===== config.mk =====
export PLATFORM = sky130hd
export DESIGN_NAME = decode_stage
export DESIGN_NICKNAME = d
export VERILOG_FILES = /design/src/rtl/decode_stage.sv
export SDC_FILE = /design/constraint.sdc
export NUM_CORES = 1
export LEC_CHECK = 0
export ABC_AREA = 1
export BUFFER_PORTS_ARGS = -buffer_cell sky130_fd_sc_hd__buf_2
export CAP_MARGIN = 20
export CORE_MARGIN = 5
export CORE_UTILIZATION = 40
export DETAILED_ROUTE_END_ITERATION = 10
export GPL_TIMING_DRIVEN = 1
export PLACE_DENSITY = 0.7
export SLEW_MARGIN = 15
export SYNTH_ARGS = -nofsm -noshare
export SYNTH_HDL_FRONTEND = slang
export SYNTH_SLANG_ARGS = --single-unit

===== constraint.sdc =====
create_clock -name clk -period 5.48 [get_ports clk]
set_input_delay 0.274 -clock clk [delete_from_list [all_inputs] [get_ports clk]]
set_output_delay 0.274 -clock clk [all_outputs]
set_load 0.01 [all_outputs]

===== src/rtl/decode_stage.sv =====
// RV32I/RV64I decode stage: combinational field/immediate decode feeding a registered
// output bundle backed by one skid entry, so upstream sees a registered in_ready.
module decode_stage #(
    parameter int XLEN = 32
) (
    input  logic            clk,
    input  logic            rst,
    input  logic            flush,
    input  logic            in_valid,
    output logic            in_ready,
    input  logic [31:0]     in_instr,
    input  logic [XLEN-1:0] in_pc,
    output logic            out_valid,
    input  logic            out_ready,
    output logic [XLEN-1:0] out_pc,
    output logic [3:0]      out_class,
    output logic [4:0]      out_rd,
    output logic [4:0]      out_rs1,
    output logic [4:0]      out_rs2,
    output logic [2:0]      out_funct3,
    output logic [6:0]      out_funct7,
    output logic [XLEN-1:0] out_imm,
    output logic            out_rd_we,
    output logic            out_rs1_used,
    output logic            out_rs2_used,
    output logic            out_illegal
);

    localparam logic [6:0] OPC_LUI      = 7'b0110111;
    localparam logic [6:0] OPC_AUIPC    = 7'b0010111;
    localparam logic [6:0] OPC_JAL      = 7'b1101111;
    localparam logic [6:0] OPC_JALR     = 7'b1100111;
    localparam logic [6:0] OPC_BRANCH   = 7'b1100011;
    localparam logic [6:0] OPC_LOAD     = 7'b0000011;
    localparam logic [6:0] OPC_STORE    = 7'b0100011;
    localparam logic [6:0] OPC_OPIMM    = 7'b0010011;
    localparam logic [6:0] OPC_OP       = 7'b0110011;
    localparam logic [6:0] OPC_MISC_MEM = 7'b0001111;
    localparam logic [6:0] OPC_SYSTEM   = 7'b1110011;

    localparam logic [3:0] CLS_LUI      = 4'd0;
    localparam logic [3:0] CLS_AUIPC    = 4'd1;
    localparam logic [3:0] CLS_JAL      = 4'd2;
    localparam logic [3:0] CLS_JALR     = 4'd3;
    localparam logic [3:0] CLS_BRANCH   = 4'd4;
    localparam logic [3:0] CLS_LOAD     = 4'd5;
    localparam logic [3:0] CLS_STORE    = 4'd6;
    localparam logic [3:0] CLS_OPIMM    = 4'd7;
    localparam logic [3:0] CLS_OP       = 4'd8;
    localparam logic [3:0] CLS_MISC_MEM = 4'd9;
    localparam logic [3:0] CLS_SYSTEM   = 4'd10;
    localparam logic [3:0] CLS_ILLEGAL  = 4'd15;

    typedef struct packed {
        logic [XLEN-1:0] pc;
        logic [3:0]      cls;
        logic [4:0]      rd;
        logic [4:0]      rs1;
        logic [4:0]      rs2;
        logic [2:0]      funct3;
        logic [6:0]      funct7;
        logic [XLEN-1:0] imm;
        logic            rd_we;
        logic            rs1_used;
        logic            rs2_used;
        logic            illegal;
    } bundle_t;

    logic [6:0] opcode;
    logic [2:0] funct3;
    logic [6:0] funct7;

    assign opcode = in_instr[6:0];
    assign funct3 = in_instr[14:12];
    assign funct7 = in_instr[31:25];

    // Signed raw immediates; a signed size cast sign-extends them to XLEN.
    logic signed [11:0] imm_i_raw;
    logic signed [11:0] imm_s_raw;
    logic signed [12:0] imm_b_raw;
    logic signed [31:0] imm_u_raw;
    logic signed [20:0] imm_j_raw;

    assign imm_i_raw = in_instr[31:20];
    assign imm_s_raw = {in_instr[31:25], in_instr[11:7]};
    assign imm_b_raw = {in_instr[31], in_instr[7], in_instr[30:25], in_instr[11:8], 1'b0};
    assign imm_u_raw = {in_instr[31:12], 12'b0};
    assign imm_j_raw = {in_instr[31], in_instr[19:12], in_instr[20], in_instr[30:21], 1'b0};

    logic slli_bad;
    logic srxi_bad;
    logic load_bad;
    logic store_bad;

    generate
        if (XLEN == 64) begin : g_rv64
            assign slli_bad  = |in_instr[31:26];
            assign srxi_bad  = (in_instr[31:26] != 6'b000000) && (in_instr[31:26] != 6'b010000);
            assign load_bad  = (funct3 == 3'd7);
            assign store_bad = (funct3 > 3'd3);
        end else begin : g_rv32
            assign slli_bad  = |in_instr[31:25];
            assign srxi_bad  = (in_instr[31:25] != 7'b0000000) && (in_instr[31:25] != 7'b0100000);
            assign load_bad  = (funct3 == 3'd3) || (funct3[2:1] == 2'b11);
            assign store_bad = (funct3 > 3'd2);
        end
    endgenerate

    bundle_t dec_next;
    logic    legal;
    logic    writes_rd;

    always_comb begin
        dec_next        = '0;
        dec_next.pc     = in_pc;
        dec_next.rd     = in_instr[11:7];
        dec_next.rs1    = in_instr[19:15];
        dec_next.rs2    = in_instr[24:20];
        dec_next.funct3 = funct3;
        dec_next.funct7 = funct7;
        dec_next.cls    = CLS_ILLEGAL;
        legal           = 1'b1;
        writes_rd       = 1'b0;
        case (opcode)
            OPC_LUI: begin
                dec_next.cls = CLS_LUI;
                dec_next.imm = XLEN'(imm_u_raw);
                writes_rd    = 1'b1;
            end
            OPC_AUIPC: begin
                dec_next.cls = CLS_AUIPC;
                dec_next.imm = XLEN'(imm_u_raw);
                writes_rd    = 1'b1;
            end
            OPC_JAL: begin
                dec_next.cls = CLS_JAL;
                dec_next.imm = XLEN'(imm_j_raw);
                writes_rd    = 1'b1;
            end
            OPC_JALR: begin
                dec_next.cls      = CLS_JALR;
                dec_next.imm      = XLEN'(imm_i_raw);
                dec_next.rs1_used = 1'b1;
                writes_rd         = 1'b1;
                legal             = (funct3 == 3'd0);
            end
            OPC_BRANCH: begin
                dec_next.cls      = CLS_BRANCH;
                dec_next.imm      = XLEN'(imm_b_raw);
                dec_next.rs1_used = 1'b1;
                dec_next.rs2_used = 1'b1;
                legal             = (funct3[2:1] != 2'b01);
            end
            OPC_LOAD: begin
                dec_next.cls      = CLS_LOAD;
                dec_next.imm      = XLEN'(imm_i_raw);
                dec_next.rs1_used = 1'b1;
                writes_rd         = 1'b1;
                legal             = !load_bad;
            end
            OPC_STORE: begin
                dec_next.cls      = CLS_STORE;
                dec_next.imm      = XLEN'(imm_s_raw);
                dec_next.rs1_used = 1'b1;
                dec_next.rs2_used = 1'b1;
                legal             = !store_bad;
            end
            OPC_OPIMM: begin
                dec_next.cls      = CLS_OPIMM;
                dec_next.imm      = XLEN'(imm_i_raw);
                dec_next.rs1_used = 1'b1;
                writes_rd         = 1'b1;
                legal             = !((funct3 == 3'd1 && slli_bad) || (funct3 == 3'd5 && srxi_bad));
            end
            OPC_OP: begin
                dec_next.cls      = CLS_OP;
                dec_next.rs1_used = 1'b1;
                dec_next.rs2_used = 1'b1;
                writes_rd         = 1'b1;
                legal             = (funct7 == 7'h00) ||
                                    (funct7 == 7'h20 && (funct3 == 3'd0 || funct3 == 3'd5));
            end
            OPC_MISC_MEM: begin
                dec_next.cls = CLS_MISC_MEM;
            end
            OPC_SYSTEM: begin
                dec_next.cls = CLS_SYSTEM;
                dec_next.imm = XLEN'(imm_i_raw);
                writes_rd    = (funct3 != 3'd0);
            end
            default: legal = 1'b0;
        endcase
        dec_next.rd_we = writes_rd && (in_instr[11:7] != 5'd0);
        // Raw register/funct fields are kept on illegal bundles for trap reporting.
        if (!legal || in_instr[1:0] != 2'b11) begin
            dec_next.cls      = CLS_ILLEGAL;
            dec_next.imm      = '0;
            dec_next.rd_we    = 1'b0;
            dec_next.rs1_used = 1'b0;
            dec_next.rs2_used = 1'b0;
            dec_next.illegal  = 1'b1;
        end
    end

    bundle_t main_reg;
    bundle_t skid_reg;
    logic    main_valid_reg;
    logic    skid_valid_reg;
    logic    in_ready_reg;
    logic    accept;

    assign accept = in_valid && in_ready_reg;

    always_ff @(posedge clk or posedge rst) begin
        if (rst) begin
            main_reg       <= '0;
            skid_reg       <= '0;
            main_valid_reg <= 1'b0;
            skid_valid_reg <= 1'b0;
            in_ready_reg   <= 1'b1;
        end else if (flush) begin
            main_valid_reg <= 1'b0;
            skid_valid_reg <= 1'b0;
            in_ready_reg   <= 1'b1;
        end else if (!main_valid_reg || out_ready) begin
            // Main slot frees up this cycle: refill from skid first to keep FIFO order.
            if (skid_valid_reg) begin
                main_reg       <= skid_reg;
                main_valid_reg <= 1'b1;
                skid_valid_reg <= 1'b0;
                in_ready_reg   <= 1'b1;
            end else begin
                main_valid_reg <= accept;
                if (accept) begin
                    main_reg <= dec_next;
                end
            end
        end else if (accept) begin
            skid_reg       <= dec_next;
            skid_valid_reg <= 1'b1;
            in_ready_reg   <= 1'b0;
        end
    end

    assign in_ready     = in_ready_reg;
    assign out_valid    = main_valid_reg;
    assign out_pc       = main_reg.pc;
    assign out_class    = main_reg.cls;
    assign out_rd       = main_reg.rd;
    assign out_rs1      = main_reg.rs1;
    assign out_rs2      = main_reg.rs2;
    assign out_funct3   = main_reg.funct3;
    assign out_funct7   = main_reg.funct7;
    assign out_imm      = main_reg.imm;
    assign out_rd_we    = main_reg.rd_we;
    assign out_rs1_used = main_reg.rs1_used;
    assign out_rs2_used = main_reg.rs2_used;
    assign out_illegal  = main_reg.illegal;

endmodule


==> flow_summary_export.csv, run 1 <==
group,metric,value,unit
outcome,status,"completed",
clock_network,cts_tree,"built",
clock_network,cts-root-buf,"clkbuf_16",
yosys,synthArstFlopShare,100,%
sta,tightestPinTransition,0.953,ns
floorplan,ios,168,
power_and_ir_drop,p_leak,6.22,nW
detailed_routing,drt_iter0_markers,714,
floorplan,die_area,26500,µm²
floorplan,die_h,163,µm
worst_setup_path,critPathRequiredTime,5.83,ns
floorplan,row_count,55,
grt,grt_overflow_total,0,
worst_setup_path,worstPathArrival,3.21,ns
worst_setup_path,cp_max_fo,100,
yosys,synth-edff-count,0,
layout,final_cells,1678,
sta,slew_headroom,36.5,%
placement,gp_congestion,0.879,
detailed_routing,avgViaCountPerCell,4.87,
yosys,synth.avg_cell_area,7.58,µm²
run,max_cap_viol_count,0,
yosys,yosys.area.top_type,"dfrtp_1",
clock_network,cts.sinks,197,
yosys,synth_top_area_share,52.5,%
clock_network,htree_levels,4,
sta,setup_viol,0,
worst_setup_path,criticalPathCategory,"reg2reg",
layout,fillers,2245,
floorplan,die_w,163,µm
worst_setup_path,startpoint_type,"flop",
clock_network,cts.hold.buffers_added,0,
layout,post_route_cells_drive_above_1_share,16.9,%
detailed_routing,drcViolationCount,0,
detailed_routing,post_drt_wl_per_cell,14.4,µm
power_and_ir_drop,max-vdd-ir-drop,0.000152,V
layout,fin_area,11000,µm²
yosys,synthesis.area,9330,µm²
clock_network,clk_latency,0.43,ns
layout,multi_input_area,3750,µm²
worst_setup_path,critPathCaptureType,"flop",
detailed_routing,ant_nets,0,
yosys,seq_area_frac_synth,52.8,%
layout,regArea,4930,µm²
power_and_ir_drop,powerDensity,335,nW/µm²
clock_network,post_cts_buffers,0,
placement,dp.cells,1644,
placement,dp_slack,2.59,ns
yosys,synthSimpleGateAreaFrac,27.1,%
grt,track_usage,18.4,%
sta,fmax,349,MHz
sta,rsz0062_at_grt,"no",
layout,nNetsFinal,1419,
yosys,synthAdderAreaFrac,0,%
yosys,synth_top_family_by_area,"simple AND/OR/NAND/NOR gates",
yosys,yosys-top-cells-area,"dfrtp_1, nand2_1, o21ai_0",
grt,grt_antenna_before_repair,6,
sta,layout_min_cycle_time,2.87,ns
placement,placed_area,10300,µm²
layout,final_util,48.1,%
yosys,syn_nets,1300,
sta,fin_skew,0.0114,ns
yosys,synth_xor_area_share,0,%
power_and_ir_drop,power,3.67,mW
clock_network,clockBufferDepth,2,
worst_setup_path,r2r_slack,2.61,ns
yosys,yosys_warnings,0,
worst_setup_path,reg2regPathDepth,8,
placement,hpwl,16.3,mm
yosys,synthMuxAreaShare,0,%
clock_network,cts_resized,0,
sta,whs,0.0285,ns
sta,final_max_slew_viol_count,0,
yosys,synth-compound-area-share,13.0,%
hold_path,hold_path.class,"in2reg",
detailed_routing,first_pass_iters,5,
layout,syn_to_final_growth,17.3,%
sta,worst_slack,2.61,ns
clock_network,clk_pin_slew,0.07,ns
hold_path,whs_path_depth,2,
detailed_routing,vias,8177,
sta,fin_tns_setup,0,ns
yosys,synthFlopType,"dfrtp_1",
layout,largest_reg_flops,97,
clock_network,cts_buffers,17,
detailed_routing,drt-total-wl,24.2,mm
placement,numPortBuffers,167,
floorplan,start_util,41.0,%
grt,grt_pass1_vias,7579,
yosys,yosys_register_bits,197,
sta,hold_violations,0,
floorplan,core-area,22800,µm²
yosys,synth_cells,1231,
yosys,ys_types,29,
grt,grt_pass1_wl,39.6,mm
sta,period_share,52.3,%
grt,grt_max_degree,145,
==> layout make-up <==
class	count	area share (%)
diodes	2	0.0457
clock buffers	20	4.17
clock inverters	12	1.53
inverters	93	3.29
multi-input cells	868	34.2
flip-flops and latches	197	45.0
well taps	313	3.58
repair buffers	173	8.16
==> routing by layer <==
| metal | part of all wire [%] | wire [µm] | GRT usage (%) | up-vias |
|---|---|---|---|---|
| li1 | - | - | - | 4126 |
| met1 | 46 | 11100 | 25.8 | 3793 |
| met2 | 46 | 11100 | 28.2 | 212 |
| met3 | 6.7 | 1630 | 4.58 | 36 |
| met4 | 1.7 | 405 | 5.53 | 10 |
| met5 | 0.26 | 62 | 0 | - |
==> placed cells by master (no fill, tap or decap), drive strengths merged <==
cell / instances
a21oi: 10
a31oi: 5
and2: 1
buf: 173
bufinv: 3
clkbuf: 20
clkinv: 2
clkinvlp: 4
dfrtp: 196
dfstp: 1
diode: 2
inv: 96
nand2: 469
nand3: 21
nand4: 22
nor2: 112
nor3: 2
nor3b: 1
o211ai: 1
o21a: 1
o21ai: 223
==> Yosys cell counts (2+ instances only) <==
| cell | number |
|---|---|
| o21ai_1 | 31 |
| buf_6 | 4 |
| nand2_2 | 12 |
| a21oi_1 | 9 |
| nand2_1 | 454 |
| nor3_1 | 2 |
| o21ai_0 | 192 |
| dfrtp_1 | 196 |
| nand2_4 | 3 |
| inv_1 | 90 |
| inv_2 | 3 |
| nand4_1 | 22 |
| nand3_1 | 20 |
| buf_1 | 2 |
| a31oi_1 | 5 |
| clkbuf_1 | 65 |
| nor2_1 | 109 |
==> final timing paths <==
check	startpoint	endpoint
min in group asynchronous	rst	out_pc[9]$_DFFE_PP0P_
worst max register to register	skid_valid_reg$_DFFE_PP0P_	out_rd[0]$_DFFE_PP0P_
worst min-delay path	in_valid	in_ready$_DFFE_PP1P_
max in group asynchronous	rst	skid_reg[40]$_DFFE_PP0P_
worst min register to register	out_imm[21]$_DFFE_PP0P_	out_imm[21]$_DFFE_PP0P_
worst max-delay path	skid_valid_reg$_DFFE_PP0P_	out_rd[0]$_DFFE_PP0P_
==> critical path, stage by stage, from the launching register on <==
cell and delay, ns:
dfrtp_1 0.43, inv_4 0.59, nand2_1 0.12, nand2_1 0.12, nor2_1 0.08, inv_4 0.66
buf_4 0.53, nand2_1 0.11, o21ai_0 0.09
==> power by group <==
group          switching [mW]  internal, mW  total [mW]
logic                   0.343         0.207       0.550
clock network           0.575         0.753        1.33
registers               0.115          1.68        1.79
total                    1.03          2.64        3.67
==> kinds of logic (layout without fill, tap and decap cells) <==
logic type / after synthesis / after routing
other cells: 0 / 2
buf+inv: 166 / 298
flops: 197 / 197
simple gates: 628 / 628
compound gates: 240 / 240
Note: power is estimated with default switching activity, not from simulation.
==> run 2: changes to the inputs <==
- ABC_AREA: 1 -> 0
- clock period: 5.48 -> 2.4 ns (I/O delays scaled with it)
==> run 2 against run 1 <==
  * Sequential power increased by 130%
  * Critical path depth unchanged
  * Highest routed layer is now met4
  * Die area decreased by 2.4%
  * Largest power group unchanged
  * First-iteration DRC count fell by 12%
  * Setup slack lost 2.3 ns
  * Synthesized cell count is 20% lower
==> flow_summary_export.csv, run 2 <==
group,metric,value,unit
layout,syn_to_final_growth,25.3,%
yosys,yosys_warnings,0,
clock_network,htree_levels,4,
worst_setup_path,critPathRequiredTime,2.73,ns
run,max_cap_viol_count,0,
placement,numPortBuffers,167,
sta,hold_violations,0,
sta,fmax,469,MHz
hold_path,hold_end,"skid_reg[40]$_DFFE_PP0P_",
sta,tightestPinTransition,0.960,ns
placement,hpwl,16.6,mm
worst_setup_path,worstPathArrival,2.47,ns
floorplan,row_count,55,
floorplan,die_area,25900,µm²
hold_path,hold_path.class,"in2reg",
layout,nNetsFinal,1248,
yosys,synth.avg_cell_area,9.21,µm²
yosys,synthArstFlopShare,100,%
yosys,yosysMostFrequentCell,"nand2_1",
detailed_routing,vias,7904,
grt,track_usage,20.0,%
yosys,yosys_register_bits,197,
sta,slew_headroom,36.0,%
floorplan,core-area,22500,µm²
power_and_ir_drop,powerDensity,731,nW/µm²
layout,final_cell_mix,"nand2_1, dfrtp_1, buf_2, o21ai_0",
power_and_ir_drop,p_leak,5.34,nW
layout,final_util,50.6,%
detailed_routing,drcViolationCount,0,
sta,fin_tns_setup,0,ns
yosys,synth-edff-count,0,
floorplan,die_h,161,µm
clock_network,cts.sinks,197,
worst_setup_path,path_cells,"dlygate4sd3_1 -> buf_2 -> nor2b_1 -> or4_1 -> a311oi_2 -> nor4_4 -> buf_12 -> o31ai_1",
worst_setup_path,startpoint_type,"input pin",
sta,rsz0062_at_grt,"no",
yosys,yosys.area.top_type,"dfrtp_1",
layout,post_route_cells_drive_above_1_share,20.0,%
floorplan,die_w,161,µm
detailed_routing,drt_iter0_markers,626,
sta,setup_viol,0,
worst_setup_path,cp_max_fo,40,
clock_network,post_cts_buffers,0,
sta,whs,0.0414,ns
layout,diodes,0,
clock_network,clk_latency,0.44,ns
worst_setup_path,reg2regPathDepth,5,
worst_setup_path,r2r_end,"out_imm[30]$_DFFE_PP0P_",
floorplan,ios,168,
grt,grt_overflow_total,0,
yosys,synth_cells,988,
sta,layout_min_cycle_time,2.13,ns
floorplan,start_util,40.4,%
worst_setup_path,cp_top_family,"buffers and inverters",
worst_setup_path,r2r-start,"in_ready$_DFFE_PP1P_",
worst_setup_path,path_buf_inv,3,
yosys,ys_types,48,
grt,grt_pass1_vias,7826,
grt,grt_pass1_wl,42.2,mm
layout,layout_commonest_cell,"nand2_1",
yosys,yosys-top-cells-area,"dfrtp_1, nand2_1, mux2i_1",
sta,final_max_slew_viol_count,0,
sta,fin_skew,0.00891,ns
yosys,synthesis.area,9100,µm²
clock_network,clockBufferDepth,2,
layout,fillers,2134,
grt,grt_max_degree,126,
yosys,synth_commonest_cells,"nand2_1, dfrtp_1, o21ai_0, clkbuf_1",
sta,period_share,88.8,%
worst_setup_path,critPathSlowestCell,"dlygate4sd3_1",
detailed_routing,ant_nets,0,
grt,grt_antenna_before_repair,0,
hold_path,whs_path_depth,4,
detailed_routing,post_drt_wl_per_cell,17.3,µm
clock_network,cts-root-buf,"clkbuf_16",
yosys,syn_nets,1057,
worst_setup_path,critPathCaptureType,"flop",
power_and_ir_drop,max-vdd-ir-drop,0.000423,V
worst_setup_path,criticalPathCategory,"in2reg",
worst_setup_path,r2r_slack,0.44,ns
yosys,synth_top_area_share,53.9,%
layout,largest_reg_flops,97,
clock_network,cts_buffers,17,
yosys,seq_area_frac_synth,54.2,%
clock_network,clk_pin_slew,0.08,ns
placement,gp_congestion,0.896,
detailed_routing,first_pass_iters,5,
hold_path,hold_path_startpoint,"in_instr[29]",
outcome,status,"completed",
worst_setup_path,cpPeakStageDelay,0.57,ns
detailed_routing,avgViaCountPerCell,5.36,
power_and_ir_drop,power,8.33,mW
clock_network,cts_tree,"built",
yosys,synthFlopType,"dfrtp_1",
detailed_routing,drt-total-wl,25.5,mm
==> run 2: through the flow <==
step	area [µm²]	worst slack, ns	std cells
3_3_place_gp	10300	0.00963	1393
3_5_place_dp	10300	-0.0794	1393
6_report	11400	0.268	1476
2_1_floorplan	9100	-0.266	988
5_1_grt	11400	0.146	1476
4_1_cts	11400	0.306	1476
==> run 2: power breakdown <==
part	total, mW	switching, mW	internal (mW)
clock	2.83	1.36	1.46
combinational	1.42	0.833	0.586
sequential	4.09	0.271	3.82
total	8.33	2.47	5.86
==> run 2: kinds of logic (layout without fill, tap and decap cells) <==
kind of cell           count (synthesis)  in the layout  share of synthesized area (%)
multiplexers                          53             53                           5.83
flip-flops                           197            197                           54.2
XOR/XNOR                               3              3                          0.289
buffers and inverters                 81            284                           3.91
AO/OA/AOI/OAI                        240            240                           16.0
AND/OR/NAND/NOR                      414            414                           19.7
==> run 2: area by class of cell <==
cell class                 count  area (µm²)  area share (%)
inverter                       5        22.5           0.198
clock inverter                14         146            1.28
multi-input combinational    710        3850            33.8
tap                          285         357            3.13
clock buffer                  17         425            3.73
timing repair buffer         248        1660            14.6
sequential                   197        4930            43.3
==> run 2: repair_timing <==
action	CTS	global route
resized for setup	0	0
endpoints found under the hold margin	278	0
hold buffers	52	0
==> run 2: routing by layer <==
layer | vias up | GRT usage [%] | wire, µm
li1 | 3784 | - | -
met1 | 3813 | 26.9 | 11000
met2 | 267 | 32.3 | 12300
met3 | 40 | 4.75 | 1610
met4 | 0 | 5.89 | 587
met5 | - | 0 | 0
==> run 2: worst max-delay path by stage <==
stage	startpoint	endpoint	slack [ns]	depth (start not counted)
6_report	in_instr[30]	out_imm[16]$_DFFE_PP0P_	0.27	8
5_1_grt	in_instr[30]	out_imm[16]$_DFFE_PP0P_	0.15	8
4_1_cts	in_instr[30]	out_imm[30]$_DFFE_PP0P_	0.31	8
3_5_place_dp	in_instr[27]	out_imm[16]$_DFFE_PP0P_	-0.08	7
3_3_place_gp	in_instr[27]	out_imm[28]$_DFFE_PP0P_	0.01	7
2_1_floorplan	rst	out_class[0]$_DFFE_PP0P_	-0.27	1
==> run 2: worst min-delay path: stages <==
cell	delay [ns]
buf_2	0.09
buf_4	0.13
nand2_1	0.05
nand2_1	0.05
==> run 3: changes to the inputs <==
- clock period: 2.4 -> 1.9 ns (I/O delays scaled with it)
==> run 3 against run 2 <==
  * Non-clock buffer count increased by 30
  * Global-route usage rose by 0.25 points
  * Sequential power up 26%
  * Utilization is 2.2 points higher
  * Die area did not move
  * Via count up 1.1%
  * Setup slack worse by 0.24 ns
  * Critical endpoint is now out_imm[26]$_DFFE_PP0P_
  * Total power is 32% higher
  * Largest cell class unchanged
  * Sequential share of layout area decreased by 1.8 points
  * First-iteration DRC count is 6.7% higher
  * Cell area is 4.3% higher
==> flow_summary_export.csv, run 3 (synthesized netlist as in run 2, its figures left out) <==
group,metric,value,unit
grt,grt_max_degree,86,
layout,layout_commonest_cell,"nand2_1",
grt,grt_pass1_vias,7993,
clock_network,cts_buffers,17,
detailed_routing,ant_nets,0,
clock_network,cts-root-buf,"clkbuf_16",
detailed_routing,avgViaCountPerCell,5.30,
floorplan,die_h,161,µm
clock_network,clk_latency,0.44,ns
worst_setup_path,cpPeakStageDelay,0.53,ns
placement,gp_congestion,0.894,
clock_network,cts_tree,"built",
worst_setup_path,cp_max_fo,14,
grt,track_usage,20.2,%
layout,final_util,52.8,%
layout,final_cell_mix,"nand2_1, dfrtp_1, buf_2, o21ai_0, mux2i_1",
layout,diodes,0,
grt,grt_overflow_total,0,
worst_setup_path,startpoint,"in_instr[27]",
worst_setup_path,worstPathArrival,2.20,ns
floorplan,start_util,40.4,%
hold_path,hold_path_startpoint,"in_instr[28]",
worst_setup_path,r2r-start,"out_valid$_DFFE_PP0N_",
sta,fin_tns_setup,0,ns
clock_network,clockBufferDepth,2,
floorplan,ios,168,
worst_setup_path,r2r_slack,0.17,ns
worst_setup_path,cp-endpoint,"out_imm[26]$_DFFE_PP0P_",
layout,syn_to_final_growth,30.7,%
worst_setup_path,path_cells,"buf_2 -> or4_4 -> or4_4 -> a311oi_4 -> nor4_4 -> buf_6 -> o31ai_1",
floorplan,die_w,161,µm
worst_setup_path,criticalPathCategory,"in2reg",
layout,nNetsFinal,1279,
floorplan,core-area,22500,µm²
layout,largest_reg_flops,97,
floorplan,row_count,55,
run,max_cap_viol_count,0,
worst_setup_path,startpoint_type,"input pin",
detailed_routing,vias,7990,
power_and_ir_drop,p_leak,5.58,nW
detailed_routing,drt_iter0_markers,668,
detailed_routing,post_drt_wl_per_cell,17.5,µm
detailed_routing,drt-total-wl,26.4,mm
sta,worst_slack,0.0295,ns
sta,setup_viol,0,
power_and_ir_drop,max-vdd-ir-drop,0.000565,V
worst_setup_path,r2r_end,"skid_reg[10]$_DFFE_PP0P_",
sta,layout_min_cycle_time,1.87,ns
clock_network,clk_pin_slew,0.07,ns
clock_network,cts.sinks,197,
clock_network,htree_levels,4,
worst_setup_path,reg2regPathDepth,6,
sta,fin_skew,0.0122,ns
sta,rsz0062_at_grt,"yes",
sta,slew_headroom,30.8,%
hold_path,hold_path.class,"in2reg",
grt,grt_pass1_wl,42.5,mm
outcome,status,"completed",
worst_setup_path,critPathSlowestCell,"or4_4",
sta,period_share,98.4,%
floorplan,die_area,25900,µm²
layout,post_route_cells_drive_above_1_share,23.6,%
placement,dp_slack,-0.558,ns
worst_setup_path,critPathRequiredTime,2.23,ns
worst_setup_path,critPathCaptureType,"flop",
detailed_routing,drcViolationCount,0,
grt,grt_antenna_before_repair,1,
worst_setup_path,crit_top_cell,"or4_4",
hold_path,whs_path_depth,4,
placement,numPortBuffers,167,
sta,final_max_slew_viol_count,0,
placement,hpwl,17.7,mm
detailed_routing,first_pass_iters,7,
sta,fmax,535,MHz
sta,tightestPinTransition,1.03,ns
power_and_ir_drop,powerDensity,923,nW/µm²
sta,hold_violations,0,
run 3: cell types whose count changed in the layout (fill, tap and decap cells not counted), sizes merged:
cell,change
inv,-2
clkbuf,+5
bufinv,+3
dlygate4sd3,-2
buf,+29
nand3,+1
clkinv,-2
run 3: worst min path at each step:
stage                                     to  slack (ns)
global route        skid_reg[37]$_DFFE_PP0P_        0.01
CTS                 skid_reg[40]$_DFFE_PP0P_      0.0009
global placement      out_pc[26]$_DFFE_PP0P_        0.17
floorplan              out_valid$_DFFE_PP0N_        0.16
detailed placement    out_pc[26]$_DFFE_PP0P_        0.17
finish              skid_reg[39]$_DFFE_PP0P_        0.02
run 3: area by class of cell:
class	instances	area, µm²
Inverter	5	22.5
Multi-Input combinational cell	711	3960
Clock inverter	13	194
Tap cell	285	357
Sequential cell	197	4930
Fill cell	2038	10600
Clock buffer	19	443
Timing Repair Buffer	278	1980
run 3: power breakdown:
part | internal (mW) | switching [mW]
logic | 0.797 | 1.09
registers | 4.82 | 0.344
clock network | 2.26 | 1.65
run 3: per-stage QoR:
stage | hold slack [ns] | power, mW | area [µm²] | cells
6_report | 0.0166 | 11.0 | 11900 | 1508
4_1_cts | 0.000855 | 11.0 | 11700 | 1503
3_3_place_gp | 0.169 | 6.95 | 10600 | 1421
3_5_place_dp | 0.168 | 7.03 | 10600 | 1421
5_1_grt | 0.00961 | 11.6 | 11900 | 1508
2_1_floorplan | 0.158 | 6.19 | 9130 | 988
run 3: repair_timing:
| item | in CTS | in global routing |
|---|---|---|
| setup buffers | 0 | 1 |
| pin swaps | 2 | 4 |
| endpoints found under the setup margin | 55 | 48 |
| cloned | 0 | 4 |
| hold buffers | 50 | 0 |
| resized for setup | 5 | 16 |
| endpoints found under the hold margin | 102 | 0 |
run 3: critical path, delay by kind of cell:
family,cells,cell delay (ns)
buffers and inverters,2,0.31
AOI/OAI and AO/OA,2,0.57
and+or+nand+nor,3,1.23
run 3: layer usage:
metal / up-vias / share of wire (%) / track usage, %
li1: 3856 / - / -
met1: 3866 / 43 / 26.8
met2: 221 / 49 / 32.8
met3: 45 / 6.0 / 5.13
met4: 2 / 2.1 / 6.24
met5: - / 0.049 / 0
